`src/rtl/fetch_unit.sv`:
```
// fetch_unit: PC owner and imem driver with one-entry hold buffer and redirect squash
module fetch_unit #(
  parameter logic [31:0] RESET_PC = 32'h0000_0000
) (
  input  logic        clk,
  input  logic        rst,
  input  logic        redirect_i,
  input  logic [31:0] redirect_pc_i,
  input  logic        id_ready_i,
  output logic [8:0]  imem_addr_o,
  input  logic [31:0] imem_instr_i,
  output logic [31:0] instr_o,
  output logic [31:0] pc_o,
  output logic        instr_valid_o,
  output logic        misaligned_o
);
  logic [31:0] issue_pc_q, issue_pc_d, resp_pc_q, resp_pc_d, hold_q, hold_d;
  logic        resp_valid_q, resp_valid_d, hold_valid_q, hold_valid_d, misaligned_q, misaligned_d;
  logic        advance;
  assign advance       = !resp_valid_q || id_ready_i;
  assign imem_addr_o   = issue_pc_q[10:2];
  assign instr_o       = hold_valid_q ? hold_q : imem_instr_i;
  assign pc_o          = resp_pc_q;
  assign instr_valid_o = resp_valid_q;
  assign misaligned_o  = misaligned_q;
  // a stall keeps issue_pc, so memory re-reads the word that follows the held one
  always_comb begin
    issue_pc_d   = redirect_i ? {redirect_pc_i[31:2], 2'b00} : advance ? issue_pc_q + 32'd4 : issue_pc_q;
    resp_pc_d    = (!redirect_i && advance) ? issue_pc_q : resp_pc_q;
    resp_valid_d = !redirect_i && (advance || resp_valid_q);
    hold_valid_d = !redirect_i && !advance;
    hold_d       = (!redirect_i && !advance && !hold_valid_q) ? imem_instr_i : hold_q;
    misaligned_d = redirect_i && |redirect_pc_i[1:0];
  end
  always_ff @(posedge clk or posedge rst) begin
    if (rst) begin
      issue_pc_q   <= RESET_PC;
      resp_pc_q    <= '0;
      hold_q       <= '0;
      resp_valid_q <= 1'b0;
      hold_valid_q <= 1'b0;
      misaligned_q <= 1'b0;
    end else begin
      issue_pc_q   <= issue_pc_d;
      resp_pc_q    <= resp_pc_d;
      hold_q       <= hold_d;
      resp_valid_q <= resp_valid_d;
      hold_valid_q <= hold_valid_d;
      misaligned_q <= misaligned_d;
    end
  end
endmodule

```
`config.mk`:
```
export PLATFORM = sky130hd
export DESIGN_NAME = fetch_unit
export DESIGN_NICKNAME = d
export VERILOG_FILES = /design/src/rtl/fetch_unit.sv
export SDC_FILE = /design/constraint.sdc
export NUM_CORES = 1
export LEC_CHECK = 0
export CAP_MARGIN = 10
export CORE_MARGIN = 1
export CORE_UTILIZATION = 48
export DETAILED_ROUTE_END_ITERATION = 16
export PLACE_DENSITY = 0.81
export SYNTH_ARGS = -nofsm -noshare
export SYNTH_HDL_FRONTEND = slang
export SYNTH_SLANG_ARGS = --single-unit
```
`constraint.sdc`:
```
create_clock -name clk -period 7.75 [get_ports clk]
set_input_delay 1.55 -clock clk [delete_from_list [all_inputs] [get_ports clk]]
set_output_delay 1.55 -clock clk [all_outputs]
set_load 0.1 [all_outputs]
```
==> impl.org <==
** Setup path
- Top Family by Delay on Critical Path :: buffers and inverters
- At the worst endpoint, the arrival time is 3.32 ns.
- For the worst setup path, the data required time is 6.20 ns.
- In this run the worst path has a maximum fanout of 2.
- Worst path cell trace :: clkdlybuf4s50_1 > mux2_2 > clkdlybuf4s50_1
- In this run the register-to-register setup slack is 5.22 ns.
- Worst-case reg-to-reg path depth :: 4
- For this design, the slowest cell found on the critical path is sky130_fd_sc_hd__clkdlybuf4s50_1.
- Element type at the critical path start :: input pin
- Max incr delay on CP :: 1.12 ns
- In this design, the critical path's most frequently occurring cell is sky130_fd_sc_hd__clkdlybuf4s50_1.
- The endpoint identified for the worst register-to-register timing path is issue_pc_q[16]$_DFFE_PP0N_.
- The worst setup path is of the in2out kind.
- Worst path bufs/invs :: 2
- Worst flop-to-flop path startpoint :: instr_valid_o$_DFF_PP0_
- Endpoint class of the critical path :: output pin

** Detailed routing
- Detailed Route WL :: 10600 µm
- Dividing the detail-routed wire length by the instance count gives 16.2 µm.
- The first detailed-routing pass took 5 iterations.
- Post-detailed-route DRC marker count :: 0
- Antenna violation net count after detailed routing :: 0
- After the first detailed-routing iteration, the DRC count stood at 168.
- Via count of the routed design :: 3604
- Drt via density :: 5.51

** Floorplanning
- After floorplanning, the core was sized to cover 9280 µm².
- Measured along the x axis, the die boundary spans 100 µm.
- In this run the count of I/O pins placed on the die edge is 143.
- For this configuration, the core starts out at a cell density of 50.0%.
- Number of cell rows :: 35
- Die Footprint :: 10100 µm²
- The die is 100 µm tall.

** Pwr
- The clock network is responsible for 21.1% of the overall power.
- The design draws 1620 µW.
- VDD sags by at most 171 µV.
- In this run the power spent charging and discharging nets is 696 µW.
- For this design the static power due to leakage is 0.00245 µW.
- Design internal power :: 927 µW
- In this run the power density over the cells is 258 nW/µm².
- Net switching is 42.9% of the power.
- Sequential cells account for 38.6% of the total power.
- Logic gate share of total power :: 40.3%

** Timing
- Max Fclk :: 0.205 GHz
- Summed over all failing endpoints, the final setup total negative slack is 0 ns.
- The final hold violation count came to 0.
- Time the final worst path needs with I/O delays and setup :: 4.87 ns
- Setup violations remaining at the end of the flow were counted as 0.
- Setup slack closes at 2.88 ns.
- Setup repair after global routing left no endpoint under its margin.
- Worst slew margin :: 31.9%
- Clock skew after layout :: 0.0147 ns
- Final worst path period share :: 62.9%
- The number of pins with negative max-slew slack in the final report came to 0.
- At the pin with the least slew margin, the transition time is 1.02 ns.

** Cells and area
- In the final layout, the share of cells above drive strength 1 is 23.4%.
- Once layout is done, the placed cells without fillers occupy 6290 µm².
- Layout overhead on the synthesized area :: 35.5%
- The repair_antennas step left the layout with diodes totalling 0.
- The finished layout holds 654 standard cells, fillers aside.
- Number of nets in the finished design :: 589

** Clocking
- After clock tree synthesis, the clock-pin slew on the worst setup and hold paths is 0.09 ns.
- The number of clock buffers added by TritonCTS is 9.
- The cell sitting at the root of the clock tree is a sky130_fd_sc_hd__clkbuf_8.
- Clock tree from TritonCTS :: yes
- Once the clock tree was built, the setup fixing pass inserted 0 buffers.
- In this run the deepest clock path goes through 2 buffers.
- The number of hold buffers added after CTS was 0.
- Clock sinks :: 95
- The H-tree was split into 3 levels.
- The clock reaches the later pin of the worst-skew pair after 0.36 ns.
- Cts repair resizes :: 0

** Min path
- The path class of the tightest hold or removal check is reg2reg.
- The startpoint identified for the worst hold timing path is hold_q[2]$_DFFE_PP0P_.
- Hold worst-path end :: hold_q[2]$_DFFE_PP0P_
- Along the worst hold path, the cell count comes to 1.

** Synth
- Of all cell types, the one taking the most synthesized area is sky130_fd_sc_hd__dfrtp_1.
- Each instance of the synthesized netlist takes up on average 11.7 µm².
- Synthesis inferred 95 register bits.
- In the synthesized netlist the dominant register cell turns out to be sky130_fd_sc_hd__dfrtp_1.
- Synthesis produced 396 cells.
- Summing the sequential cell areas from Yosys gives 51.2% of the chip area.
- By area the synthesized netlist is led by sky130_fd_sc_hd__dfrtp_1 51%, sky130_fd_sc_hd__mux2_2 23%, sky130_fd_sc_hd__or4_1 2.1%, sky130_fd_sc_hd__o31ai_1 1.9%, sky130_fd_sc_hd__nand2_1 1.9%.
- The commonest cells after synthesis are 95 x sky130_fd_sc_hd__dfrtp_1, 94 x sky130_fd_sc_hd__mux2_2, 23 x sky130_fd_sc_hd__nand2_1.
- Synth async-reset ratio :: 100%
- By instance count, the leading cell after synthesis is sky130_fd_sc_hd__dfrtp_1.
- Mapped Area :: 4640 µm²
- Share of the synthesized area in the top cell type :: 51.2%
- Number of synthesized flops with an enable pin :: 0
- Counting distinct cell types in the post-synthesis netlist gives 42.
- Synth Warn # :: 0

** GRT
- Initial antenna violation count :: 0
- Entering global routing, the biggest net connects 67 pins.
- Grt total ovfl :: 0
- Vias in the first global route :: 3580
- Global routing used 22.1% of the available tracks.
- First-pass GRT wire length :: 17500 µm

** Placement
- Detailed placement finished with a half-perimeter wire length of 7450 µm.
- In this run the tool buffered the top-level ports with 140 buffer cells.
- Placed insts :: 638
- Timing analysis after detailed placement gives a worst setup slack of 2.88 ns.
- Dpl cell area :: 6080 µm²
- The congestion estimate from routability-driven global placement came to 0.807.

** Job
- The tool flagged a number of max-cap violations equal to 0.

** Outcome
- The flow ran to the end, and the final reports show no timing, DRC or antenna violations.
==> area by class of cell <==
type | instances | area [µm²]
clock buffers | 11 | 141
repair buffers | 145 | 1440
well taps | 129 | 161
clock inverters | 5 | 65.1
inverters | 5 | 21.3
flip-flops and latches | 95 | 2380
fillers | 689 | 2990
multi-input cells | 264 | 2080
==> registers in the layout (all words and copies together), names as in the netlist <==
signal,flops
hold_q,32
issue_pc_q,30
pc_o,30
hold_valid_q,1
instr_valid_o,1
misaligned_o,1
==> routing by layer <==
metal	vias to the layer above	routed length, µm	share of wire, %	track usage [%]
met3	8	762	7.2	5.43
li1	1695	-	-	-
met1	1765	4610	43	29.3
met5	-	0	0	0
met2	136	5170	49	36.7
met4	0	81	0.76	4.91
==> worst register-to-register path: stages (launching register included) <==
cell and delay, ns:
sky130_fd_sc_hd__dfrtp_1 0.41, sky130_fd_sc_hd__nand2b_1 0.50, sky130_fd_sc_hd__nand4_1 0.63, sky130_fd_sc_hd__or4_2 0.73
sky130_fd_sc_hd__a31oi_1 0.17
==> how the worst max path moves through the flow <==
stage | from | to | cells after the start | slack (ns)
6_report | imem_instr_i[1] | instr_o[1] | 3 | 2.88
3_5_place_dp | imem_instr_i[1] | instr_o[1] | 3 | 2.88
4_1_cts | imem_instr_i[7] | instr_o[7] | 3 | 2.88
3_3_place_gp | imem_instr_i[0] | instr_o[0] | 3 | 2.90
5_1_grt | imem_instr_i[7] | instr_o[7] | 3 | 2.85
2_1_floorplan | rst | hold_q[0]$_DFFE_PP0P_ | 1 | 3.72
==> power groups by stage <==
stage | sequential, µW | combinational (µW) | clock [µW]
final | 627 | 654 | 343
after global routing | 639 | 680 | 372
after CTS | 627 | 658 | 351
after detailed placement | 637 | 656 | 0
after global placement | 631 | 648 | 0
after floorplan | 834 | 301 | 0
==> cells in the final DEF (no fill, tap or decap), drive strengths merged, types with 3 or more instances in the layout <==
cell type | netlist | final
o21ai | 12 | 12
o31ai | 12 | 12
nand2 | 23 | 23
nor2 | 22 | 22
a31oi | 13 | 13
nand3 | 17 | 17
xor2 | 3 | 3
nand4 | 12 | 12
and3 | 4 | 4
xnor2 | 6 | 6
nor3 | 4 | 4
clkdlybuf4s50 | 0 | 140
dfrtp | 95 | 95
nor4 | 4 | 4
inv | 4 | 6
mux2 | 94 | 94
buf | 15 | 5
clkbuf | 18 | 11
clkinv | 1 | 3
or4 | 16 | 16
==> per-stage QoR <==
step,hold WS (ns),util (%)
floorplan,0.475,-
global placement,0.483,65.5
detailed placement,0.492,65.5
CTS,0.513,67.7
global route,0.525,67.7
finish,0.510,67.7
==> kinds of logic (layout without fill, tap and decap cells) <==
| family | after synthesis | after routing | share of synthesized area [%] |
|---|---|---|---|
| adders and majority gates | 1 | 1 | 0.269 |
| xor gates and xnor gates | 9 | 9 | 1.70 |
| muxes | 95 | 95 | 23.0 |
| DFF | 95 | 95 | 51.2 |
| and+or+nand+nor | 110 | 110 | 12.7 |
| other | 1 | 2 | 0.0808 |
| buffers and inverters | 38 | 166 | 4.12 |
| AOI/OAI and AO/OA | 47 | 47 | 6.85 |
Power figures use the tool's default switching activity.
==> edit: new RTL, config.mk and constraints unchanged <==
Take the reset off `hold_q` and load it in a clocked block of its own.
--- a/src/rtl/fetch_unit.sv
+++ b/src/rtl/fetch_unit.sv
@@ -38,3 +38,2 @@
       resp_pc_q    <= '0;
-      hold_q       <= '0;
       resp_valid_q <= 1'b0;
@@ -45,3 +44,2 @@
       resp_pc_q    <= resp_pc_d;
-      hold_q       <= hold_d;
       resp_valid_q <= resp_valid_d;
@@ -51,2 +49,6 @@
   end
+
+  always_ff @(posedge clk) begin
+    hold_q <= hold_d;
+  end
 endmodule
Check against the original RTL: same outputs for any inputs over 10 cycles, from zero or initial values and one cycle with rst high; that may be too few to reach the edited logic, so the function may still have changed.
==> edit against the unedited design <==
  * Combinational power fell by 13%
  * Power fell by 6.6%
  * Sequential cell count did not move
  * Critical path depth did not move
  * Synthesized area fell by 6.5%
  * Sequential power fell by 3%
  * Setup slack got worse by 0.016 ns
  * Routed wire length fell by 9.0%
  * Count of clock-buffer cells in the layout did not move
  * Design area fell by 5.0%
  * First-iteration DRC count fell by 50%
  * Critical endpoint is now instr_o[30]
  * Largest power group is now sequential cells
==> edit: results (changes against the unedited design) <==
| Metric | Value |
|---|---|
| Worst Hold Launch | `pc_o[4]` |
| Fraction of registers with async set/reset | `66.3% (-34 points)` |
| GR Util All Layers | `21.3% (-0.78 points)` |
| Post-layout nets | `541 (-8.1%)` |
| Final Hold Slack | `0.513 ns (+0.00345 ns)` |
| Wl on met1 | `4270 um (-7.3%)` |
| First-pass detailed-route iteration total | `4 (-1)` |
| Dpl cell area | `5770 um2 (-5.1%)` |
| Peak supply drop | `186 uV (+8.9%)` |
| Post-Synthesis Cells | `343 (-13%)` |
| Post-cts sizing count | `0 (unchanged)` |
| H-Tree Depth | `3 (unchanged)` |
| Reg2reg end | `issue_pc_q[31]` |
| Netlist cell types | `37 (-12%)` |
| Post-synth top cells | `mux2_2 (64), dfrtp_1 (63), nand2_1 (36)` |
| Register area share after synthesis | `58.4% (+7.2 points)` |
| Largest net degree at the start of global routing | `64 (-4.5%)` |
| Routability Congestion | `0.788 (-2.3%)` |
| Layout cells sized above 1 | `20.1% (-3.3 points)` |
| Worst endpoint data arrival time | `3.34 ns (+0.02 ns)` |
| Max_slew headroom | `30.3% (-1.6 points)` |
| Top post-synthesis cells by area | `dfrtp_1 (36%), edfxtp_1 (22%), mux2_2 (17%), nand2_1 (3.1%), o21ai_0 (3.0%)` |
| Wire length on met2 | `4520 um (-13%)` |
| Type of the most critical hold path | `reg -> reg` |
| DR WL met3 | `756 um (-0.79%)` |
| DR WL/cell | `16.5 um (+1.7%)` |
| Port Buffers | `140 (unchanged)` |
| Worst Clk Skew | `0.0132 ns (-0.00159 ns)` |
| Reg2Reg Setup Slack | `5.72 ns (+0.50 ns)` |
| Hold EP | `pc_o[4]` |
| # diodes | `0 (unchanged)` |
| GRT met2 Usage | `33.6% (-3.1 points)` |
| Via-to-Cell Ratio | `5.30 (-3.8%)` |
| Fin cells | `585 (-11%)` |
| Outcome | `completed` |
| Static leakage | `2.26 nW (-7.6%)` |
| Register with the most flip-flops | `hold_q` |
| First-pass GRT wire length | `15800 um (-9.8%)` |
| Total grt overflow | `0 (unchanged)` |
| Final HPWL DP | `6830 um (-8.3%)` |
| Inserted Clock Buffers | `9 (unchanged)` |
| GR Layer Usage met3 | `6.76% (+1.3 points)` |
| Setup ws final | `2.86 ns (-0.0159 ns)` |
| GRT met1 Usage | `28.5% (-0.80 points)` |
| Post-synth EDFFs | `32 (+32)` |
| Drt initial violations | `84 (-50%)` |
| Initial Util | `49.8% (-0.22 points)` |
| Worst r2r src | `issue_pc_q[6]` |
| Cell depth of the worst flop-to-flop path | `5 (+1)` |
| Dpl cells | `569 (-11%)` |
| Vias in the first global route | `3070 (-14%)` |
## edit: cell types whose count changed in the layout (fill, tap and decap cells not counted), moves of 7 or more
cell,delta
a31oi_1,-11
dfrtp_1,-32
edfxtp_1,+32
mux2_2,-30
nand2_1,+13
nor2_1,-10
o21ai_0,+14
o31ai_1,-12
or4_1,-13
xnor2_1,+7
xor2_1,+9
## edit: report_power, final
part	total (mW)	switching (mW)	internal, mW	leakage (nW)
sequential	0.607	0.0395	0.568	1.05
combinational	0.572	0.417	0.155	1.10
clock	0.337	0.176	0.162	0.105
total	1.52	0.632	0.884	2.26
## edit: area by class of cell
type,count,area (um2)
tap,108,135
clock buffer,11,141
fill,661,2740
sequential,95,2540
clock inverter,5,65.1
inverter,4,15.0
timing repair buffer,143,1420
multi-input combinational,219,1660
## edit: cells by family after synthesis
group                      after synthesis  synth area share [%]
buffers and inverters                   30                  3.60
adders and majority gates                1                 0.288
muxes                                   65                  16.8
DFF                                     95                  58.4
AOI/OAI and AO/OA                       32                  4.09
other                                    1                0.0864
xor gates and xnor gates                25                  5.04
and+or+nand+nor                         94                  11.6
## edit: worst max-delay path by stage
stage | startpoint | to | cells past startpoint
after global routing | imem_instr_i[30] | instr_o[30] | 3
after CTS | imem_instr_i[30] | instr_o[30] | 3
after global placement | imem_instr_i[17] | instr_o[17] | 3
after detailed placement | imem_instr_i[30] | instr_o[30] | 3
final | imem_instr_i[30] | instr_o[30] | 3
after floorplan | redirect_i | hold_q[0] | 3
## edit: worst max-delay path, delay by kind of cell
| kind | cells | cell delay, ns |
|---|---|---|
| muxes | 1 | 0.16 |
| buffers and inverters | 2 | 1.63 |
